## src/rtl/bypass_seq_ctrl.sv

```systemverilog
// bypass_seq_ctrl: H-bridge bypass contactor sequencer (gate block, dwell, close, feedback confirm)
// Define BYPASS_FB_CHECK_EN to build the contactor feedback check, timeout and FAIL state.
module bypass_seq_ctrl #(
  parameter int BLOCK_TICKS = 5,
  parameter int CLOSE_TICKS = 100,
  parameter int FB_TIMEOUT  = 50,
  parameter int FB_DEB      = 3
) (
  input  logic       clk,
  input  logic       rstn,
  input  logic       tick,
  input  logic       call_fault,
  input  logic       bypass_cmd,
  input  logic       clr,
  input  logic       bypass_fb,
  output logic       gate_block,
  output logic       bypass_o,
  output logic       bypassed,
  output logic       fb_fail,
  output logic [2:0] state
);
  typedef enum logic [2:0] {
    IDLE  = 3'd0,
    BLOCK = 3'd1,
    DWELL = 3'd2,
    CLOSE = 3'd3,
    DONE  = 3'd4,
    FAIL  = 3'd5
  } st_t;
  st_t st, nxt;
  logic [15:0] tcnt;
  logic trig, abort, fb_ok, fb_to, gate_d, coil_d, done_d, fail_d;
  assign trig  = call_fault | bypass_cmd;
  assign abort = clr & ~trig;
  assign state = st;
`ifdef BYPASS_FB_CHECK_EN
  localparam int FW = $clog2(FB_DEB + 1);
  localparam logic [FW-1:0] DEB = FW'(FB_DEB);
  logic fb_s1, fb_s2;
  logic [FW-1:0] fb_cnt;
  // Debounce runs on ticks, so a bouncing aux contact needs FB_DEB quiet ticks in a row.
  always_ff @(posedge clk or negedge rstn)
    if (!rstn) begin
      fb_s1  <= 1'b1;
      fb_s2  <= 1'b1;
      fb_cnt <= '0;
    end else begin
      fb_s1 <= bypass_fb;
      fb_s2 <= fb_s1;
      if (tick) fb_cnt <= fb_s2 ? '0 : (fb_cnt == DEB) ? fb_cnt : fb_cnt + 1'b1;
    end
  assign fb_ok  = fb_cnt == DEB;
  assign fb_to  = tick && tcnt == 16'(FB_TIMEOUT - 1);
  assign fail_d = st == FAIL;
`else
  logic unused_fb;
  assign unused_fb = bypass_fb ^ (FB_TIMEOUT > 0) ^ (FB_DEB > 0);
  assign fb_ok  = 1'b1;
  assign fb_to  = 1'b0;
  assign fail_d = 1'b0;
`endif
  always_ff @(posedge clk or negedge rstn)
    if (!rstn) begin
      st   <= IDLE;
      tcnt <= '0;
    end else begin
      st   <= nxt;
      tcnt <= (nxt != st) ? '0 : tcnt + 16'(tick);
    end
  // Once the coil is driven only rstn can release it; clr is honoured only before CLOSE.
  always_comb begin
    nxt = st;
    case (st)
      IDLE:    nxt = trig ? BLOCK : IDLE;
      BLOCK:   nxt = abort ? IDLE : (tick && tcnt == 16'(BLOCK_TICKS - 1)) ? DWELL : BLOCK;
      DWELL:   nxt = abort ? IDLE : (tick && tcnt == 16'(CLOSE_TICKS - 1)) ? CLOSE : DWELL;
      CLOSE:   nxt = fb_ok ? DONE : fb_to ? FAIL : CLOSE;
      FAIL:    nxt = fb_ok ? DONE : FAIL;
      DONE:    nxt = DONE;
      default: nxt = IDLE;
    endcase
  end
  always_comb begin
    gate_d = st != IDLE;
    coil_d = st == CLOSE || st == FAIL || st == DONE;
    done_d = st == DONE;
  end
  always_ff @(posedge clk or negedge rstn)
    if (!rstn) begin
      gate_block <= 1'b0;
      bypass_o   <= 1'b0;
      bypassed   <= 1'b0;
      fb_fail    <= 1'b0;
    end else begin
      gate_block <= gate_d;
      bypass_o   <= coil_d;
      bypassed   <= done_d;
      fb_fail    <= fb_fail | fail_d;
    end
endmodule
```

## config.mk

```make
export PLATFORM = sky130hd
export DESIGN_NAME = bypass_seq_ctrl
export DESIGN_NICKNAME = d
export VERILOG_FILES = /design/src/rtl/bypass_seq_ctrl.sv
export SDC_FILE = /design/constraint.sdc
export NUM_CORES = 1
export LEC_CHECK = 0
export ABC_AREA = 0
export BUFFER_PORTS_ARGS = -buffer_cell sky130_fd_sc_hd__buf_2
export CAP_MARGIN = 20
export CORE_MARGIN = 2
export CORE_UTILIZATION = 40
export CTS_BUF_LIST = sky130_fd_sc_hd__clkbuf_8
export DETAILED_ROUTE_END_ITERATION = 8
export GPL_TIMING_DRIVEN = 1
export HOLD_SLACK_MARGIN = 0.05
export PLACE_DENSITY = 0.71
export SLEW_MARGIN = 20
export SYNTH_ARGS = -nofsm -noshare
export SYNTH_HDL_FRONTEND = slang
export SYNTH_SLANG_ARGS = --single-unit
export TNS_END_PERCENT = 20
```

## constraint.sdc

```tcl
create_clock -name clk -period 2.46 [get_ports clk]
set_clock_uncertainty 0.2 [all_clocks]
set_input_delay 0.246 -clock clk [delete_from_list [all_inputs] [get_ports clk]]
set_output_delay 0.246 -clock clk [all_outputs]
set_load 0.1 [all_outputs]
```

==> results of run 1 <==
## cells in the final DEF (no fill, tap or decap), types with 2 or more instances in the layout
cell type / synthesis / layout
sky130_fd_sc_hd__dfrtp_1: 22 / 21
sky130_fd_sc_hd__nor2_1: 18 / 18
sky130_fd_sc_hd__xnor2_1: 12 / 12
sky130_fd_sc_hd__buf_2: 1 / 11
sky130_fd_sc_hd__nor3_1: 8 / 8
sky130_fd_sc_hd__nand3_1: 7 / 7
sky130_fd_sc_hd__nand2_1: 5 / 5
sky130_fd_sc_hd__nor4_1: 5 / 5
sky130_fd_sc_hd__inv_1: 3 / 4
sky130_fd_sc_hd__nor3b_1: 4 / 4
sky130_fd_sc_hd__nand4_1: 4 / 4
sky130_fd_sc_hd__clkbuf_8: 0 / 3
sky130_fd_sc_hd__mux2i_1: 2 / 2
sky130_fd_sc_hd__or4_1: 2 / 2
sky130_fd_sc_hd__o21bai_1: 2 / 2
sky130_fd_sc_hd__xor2_1: 2 / 2
sky130_fd_sc_hd__ha_1: 2 / 2
## registers in the layout (all words and copies together), names as in the netlist
register,count
tcnt,16
state,3
bypass_o,1
bypassed,1
gate_block,1
## worst max-delay path: stages, from the launching register on
cell and delay, ns:
sky130_fd_sc_hd__dfrtp_1 0.43, sky130_fd_sc_hd__nor4_1 0.42, sky130_fd_sc_hd__nand3_1 0.29, sky130_fd_sc_hd__o211ai_4 0.50, sky130_fd_sc_hd__nor2_1 0.11
## cells by family after synthesis
group,after synthesis,synth area share
and+or+nand+nor,59,0.2742
DFF,22,0.4846
xor gates and xnor gates,14,0.1079
AOI/OAI and AO/OA,7,0.05617
buffers and inverters,7,0.03413
adders and majority gates,2,0.02202
muxes,2,0.01762
other,1,0.003301
## power groups by stage
stage / clock network, mW / registers [mW] / logic (mW)
6_report: 0.226 / 0.487 / 0.540
5_1_grt: 0.244 / 0.501 / 0.569
4_1_cts: 0.233 / 0.486 / 0.543
3_5_place_dp: 0 / 0.493 / 0.541
3_3_place_gp: 0 / 0.490 / 0.531
2_1_floorplan: 0 / 0.725 / 0.237
## worst paths after layout
kind | startpoint | cells after the start | to
worst max-delay path | tcnt[9] | 4 | tcnt[7]
max in group asynchronous | rstn | 2 | state[1]
worst max register to register | tcnt[9] | 4 | tcnt[7]
min in group asynchronous | rstn | 2 | gate_block
worst min register to register | tcnt[15] | 2 | tcnt[15]
worst min-delay path | call_fault | 4 | state[0]
## final cells by class
| cell class | count | area [sq um] | area share |
|---|---|---|---|
| Timing Repair Buffer | 12 | 65.06 | 0.05169 |
| Sequential cell | 22 | 551.8 | 0.4384 |
| Clock buffer | 3 | 41.29 | 0.03280 |
| Clock inverter | 1 | 3.754 | 0.002982 |
| Tap cell | 31 | 38.79 | 0.03082 |
| Inverter | 3 | 11.26 | 0.008946 |
| Multi-Input combinational cell | 85 | 546.8 | 0.4344 |
## metal layers
layer / track usage / vias to the layer above / part of all wire
li1: - / 427 / -
met1: 0.1956 / 412 / 0.48
met2: 0.2529 / 20 / 0.45
met3: 0.04762 / 4 / 0.046
met4: 0.05980 / 0 / 0.018
met5: 0 / - / 0
## through the flow
stage / util / power [mW] / instances / setup slack [ns] / hold slack [ns]
after global routing: 0.4604 / 1.313 / 157 / 0.2509 / 0.2369
final: 0.4604 / 1.253 / 157 / 0.3690 / 0.2018
after floorplan: - / 0.9622 / 114 / 0.1258 / -0.2496
after detailed placement: 0.4403 / 1.034 / 152 / 0.3775 / 0.03766
after global placement: 0.4403 / 1.021 / 152 / 0.4331 / 0.03038
after CTS: 0.4604 / 1.262 / 157 / 0.3610 / 0.2026
==> results.toml, run 1 <==
[outcome]
run_status = "finished clean"

[clock_network]
cts_sinks = 22
cts_made_buffers = 3
post_cts.resized_instances = 0
cts_hold_buffers = 1
insertion_delay_ns = 0.27
postCtsSetupBuffers = 0
ctsHtreeMaxLevel = 1
cts_tree = "done"
clock-root-buffer = "sky130_fd_sc_hd__clkbuf_8"
clk_pin_slew_ns = 0.08
cts_buffer_depth = 2

[detailed_routing]
wirelength_microns = 2139
routed_via_count = 863
routed_wire_length_per_instance_microns = 13.62
firstDrtPassIters = 4
drt_drc_violations_left = 0
ant_nets = 0
drtIter0Drc = 22
vias_per_cell = 5.497

[global_routing]
global_route_usage_over_all_layers = 0.1558
grt_max_degree = 23
vias_in_the_first_global_route = 885
total_congestion_overflow = 0
grt_pass1_wl_microns = 3877
antenna_found_initial = 0

[power_and_ir_drop]
power_density_mw_per_mm2 = 995.2
power.switching_fraction = 0.4766
switchingPower_mw = 0.5970
power_frac_seq = 0.389
power.combinational.fraction = 0.431
total_leakage_power_nw = 0.5241
power.clock.fraction = 0.180
max-vdd-ir-drop_uv = 1049
internal_power_mw = 0.6557

[yosys]
ys_top_cells_by_area = "sky130_fd_sc_hd__dfrtp_1, sky130_fd_sc_hd__xnor2_1, sky130_fd_sc_hd__nor2_1"
synth-edff-count = 0
ys_types = 31
synth.cell_area_sq_mm = 0.001136
synth-main-ff-cell = "sky130_fd_sc_hd__dfrtp_1"
synth_area_per_cell_sq_um = 9.966
synth_cells = 114
synth_top_cell_by_area = "sky130_fd_sc_hd__dfrtp_1"
synth-seq-area-share = 0.4846
yosys_warnings = 0
synth_common_cells = "sky130_fd_sc_hd__dfrtp_1, sky130_fd_sc_hd__nor2_1, sky130_fd_sc_hd__xnor2_1"
synth.most_common_cell = "sky130_fd_sc_hd__dfrtp_1"
ys_async_sr_fraction = 1.000
postSynthRegisterBits = 22
post-synth-top-area-fraction = 0.4846
synth_nets = 123

[placement]
dpl_cell_area_sq_mm = 0.001204
place.detailed.hpwl_microns = 1495
numPortBuffers = 11
gpl.final_weighted_congestion = 0.7639

[layout]
area.growth.synth_to_final_pct = 10.79
design_area_sq_mm = 0.001259
nFillCells = 271
final_layout_size_suffix_gt1_frac = 0.1429
final_net_count = 136
diodes = 0

[floorplan]
start_util = 0.4156
placeableCoreArea_sq_mm = 0.002734
die-area_sq_mm = 0.003283
die_h_microns = 57.30
fp-row-count = 19
ioPinCount = 14
fp.dieW_microns = 57.30

[setup_path]
critical_path_peak_fanout = 16
worstSetupStartpointType = "register"
worst-endpoint-arrival_ns = 2.02
worst_setup_path_end_kind = "register"
timing.reg2reg.setup_slack_ns = 0.37
crit_type = "reg -> reg"
critical_path_required_ns = 2.39

[timing]
report.final.hold_viol_count = 0
fmax_mhz = 478.2
setup_viol = 0
totalNegativeSetupSlack_ns = 0
post_layout_minimum_cycle_time_ns = 2.091
tcrit_tclk_final = 0.8500
grt_setup_unrepaired = "no"
slew_viol_final = 0

[run]
max_cap_viol_count = 0

[hold_path]
hold_path_class = "in -> reg"
Note: power is estimated with default switching activity, not from simulation.
==> run 2: changes to the inputs <==
--- a/config.mk
+++ b/config.mk
@@ -14,7 +14,8 @@
 export DETAILED_ROUTE_END_ITERATION = 8
 export GPL_TIMING_DRIVEN = 1
 export HOLD_SLACK_MARGIN = 0.05
-export PLACE_DENSITY = 0.71
+export PLACE_DENSITY = 0.58
+export SETUP_SLACK_MARGIN = 0.02
 export SLEW_MARGIN = 20
 export SYNTH_ARGS = -nofsm -noshare
 export SYNTH_HDL_FRONTEND = slang
==> run 2 against run 1 <==
Compared with the run above:
- first-iteration DRC count is 50% lower
- routed wire length is 0.28% higher
- clock power hardly changed
- highest routed layer unchanged
==> results.toml, run 2 (same netlist as run 1, synthesis figures left out) <==
[detailed_routing]
drt_drc_violations_left = 0
routed_via_count = 839
ant_nets = 0
routed_wire_length_per_instance_microns = 13.58
vias_per_cell = 5.310
drtIter0Drc = 11
wirelength_microns = 2145
firstDrtPassIters = 4

[hold_path]
hold_path_class = "in -> reg"
worst_hold_path.endpoint = "state[0]"
timing.hold.worst.start = "call_fault"
worst_hold_path.num_cells = 4

[layout]
registers.top_by_ff_count = "tcnt"
layout_commonest_cell = "sky130_fd_sc_hd__dfrtp_1"
largest_reg_flops = 16
most-common-layout-cells = "sky130_fd_sc_hd__dfrtp_1, sky130_fd_sc_hd__nor2_1, sky130_fd_sc_hd__xnor2_1, sky130_fd_sc_hd__buf_2, sky130_fd_sc_hd__nor3_1"
area.growth.synth_to_final_pct = 11.45
final_net_count = 137
diodes = 0
final_cell_count_no_fill = 158
final_layout_size_suffix_gt1_frac = 0.1496

[outcome]
run_status = "finished clean"

[setup_path]
critical_path.cell_chain = "ha_1 > ha_1 > nand3_1 > nor4_1 > xnor2_1 > nor2_1"
worst-path-buf-inv = 0
worst_path_max_delay_cell = "sky130_fd_sc_hd__nor4_1"
reg2reg_capture_point = "tcnt[14]"
worst_setup_path_end_kind = "register"
path_common_cell = "sky130_fd_sc_hd__ha_1"
worst_r2r_path_depth = 6
r2r-start = "tcnt[0]"
worstSetupStartpointType = "register"
critical_path_peak_fanout = 6
path_delay_family = "simple AND/OR/NAND/NOR gates"
timing.reg2reg.setup_slack_ns = 0.41
crit_type = "reg -> reg"
worst-endpoint-arrival_ns = 1.99
cp_slowest_stage_delay_ns = 0.46
critical_path_required_ns = 2.40

[run]
max_cap_viol_count = 0

[global_routing]
antenna_found_initial = 0
global_route_usage_over_all_layers = 0.1526
vias_in_the_first_global_route = 872
total_congestion_overflow = 0
grt_pass1_wl_microns = 3815
grt_max_degree = 23

[clock_network]
cts_tree = "done"
clock-root-buffer = "sky130_fd_sc_hd__clkbuf_8"
cts_buffer_depth = 2
clk_pin_slew_ns = 0.08
ctsHtreeMaxLevel = 1
cts_sinks = 22
insertion_delay_ns = 0.26
cts_made_buffers = 3

[timing]
report.final.hold_viol_count = 0
tcrit_tclk_final = 0.8348
fmax_mhz = 486.9
post_layout_minimum_cycle_time_ns = 2.054
slew_viol_final = 0
setup_viol = 0
totalNegativeSetupSlack_ns = 0
grt_setup_unrepaired = "no"

[placement]
numPortBuffers = 11
gpl.final_weighted_congestion = 0.8290
numPlacedInstances = 153
place.detailed.hpwl_microns = 1536

[floorplan]
start_util = 0.4156
fp.dieW_microns = 57.30
ioPinCount = 14
die_h_microns = 57.30
die-area_sq_mm = 0.003283
fp-row-count = 19
placeableCoreArea_sq_mm = 0.002734

[power_and_ir_drop]
total_leakage_power_nw = 0.5287
power_density_mw_per_mm2 = 995.6
finalPower_mw = 1.261
max-vdd-ir-drop_uv = 807.8
run 2: cell types whose count changed in the layout (fill, tap and decap cells not counted), sizes merged:
cell,delta
buf,+1
run 2: final cells by class:
type                    count  area (sq um)
fillers                   260          1468
flip-flops and latches     22         551.8
multi-input cells          85         546.8
repair buffers             13         72.57
clock buffers               3         41.29
well taps                  31         38.79
inverters                   3         11.26
clock inverters             1         3.754
run 2: per-layer routing:
layer	GRT usage	up-vias	part of all wire
met1	0.1974	403	0.49
met4	0.06977	0	0.011
met5	0	-	0
li1	-	427	-
met2	0.2496	7	0.48
met3	0.02721	2	0.019
run 2: timing repair:
item	4_1_cts	5_1_grt
endpoints found under the setup margin	0	0
setup buffers	0	0
endpoints found under the hold margin	22	0
hold buffers	1	0
gates resized for setup	0	0
run 2: how the worst max path moves through the flow:
stage | cells after the start | to | from
finish | 6 | tcnt[14] | tcnt[0]
global route | 4 | tcnt[2] | tcnt[4]
CTS | 4 | tcnt[7] | tcnt[9]
detailed placement | 4 | tcnt[2] | tcnt[9]
global placement | 4 | tcnt[2] | tcnt[4]
floorplan | 5 | tcnt[14] | state[2]
run 2: power by group:
group          internal, mW  switching [mW]  total [mW]  leakage, nW
clock                 0.111           0.116       0.227       0.0269
combinational         0.136           0.422       0.558        0.207
sequential            0.417          0.0583       0.475        0.295
total                 0.664           0.597        1.26        0.529
run 2: through the flow:
stage          utilization  setup slack, ns  cell area, sq um  hold WS [ns]
2_1_floorplan            -           0.1258              1137       -0.2496
3_3_place_gp        0.4430           0.3827              1211       0.03892
3_5_place_dp        0.4430           0.3698              1211       0.05179
4_1_cts             0.4632           0.3573              1266        0.1919
5_1_grt             0.4632           0.2559              1266        0.2341
6_report            0.4632           0.4063              1266        0.1962
run 2: tightest hold or removal path, stage by stage:
cell and delay [ns]:
sky130_fd_sc_hd__buf_2 0.09, sky130_fd_sc_hd__o21bai_1 0.10, sky130_fd_sc_hd__o21ai_0 0.08, sky130_fd_sc_hd__o21bai_1 0.10
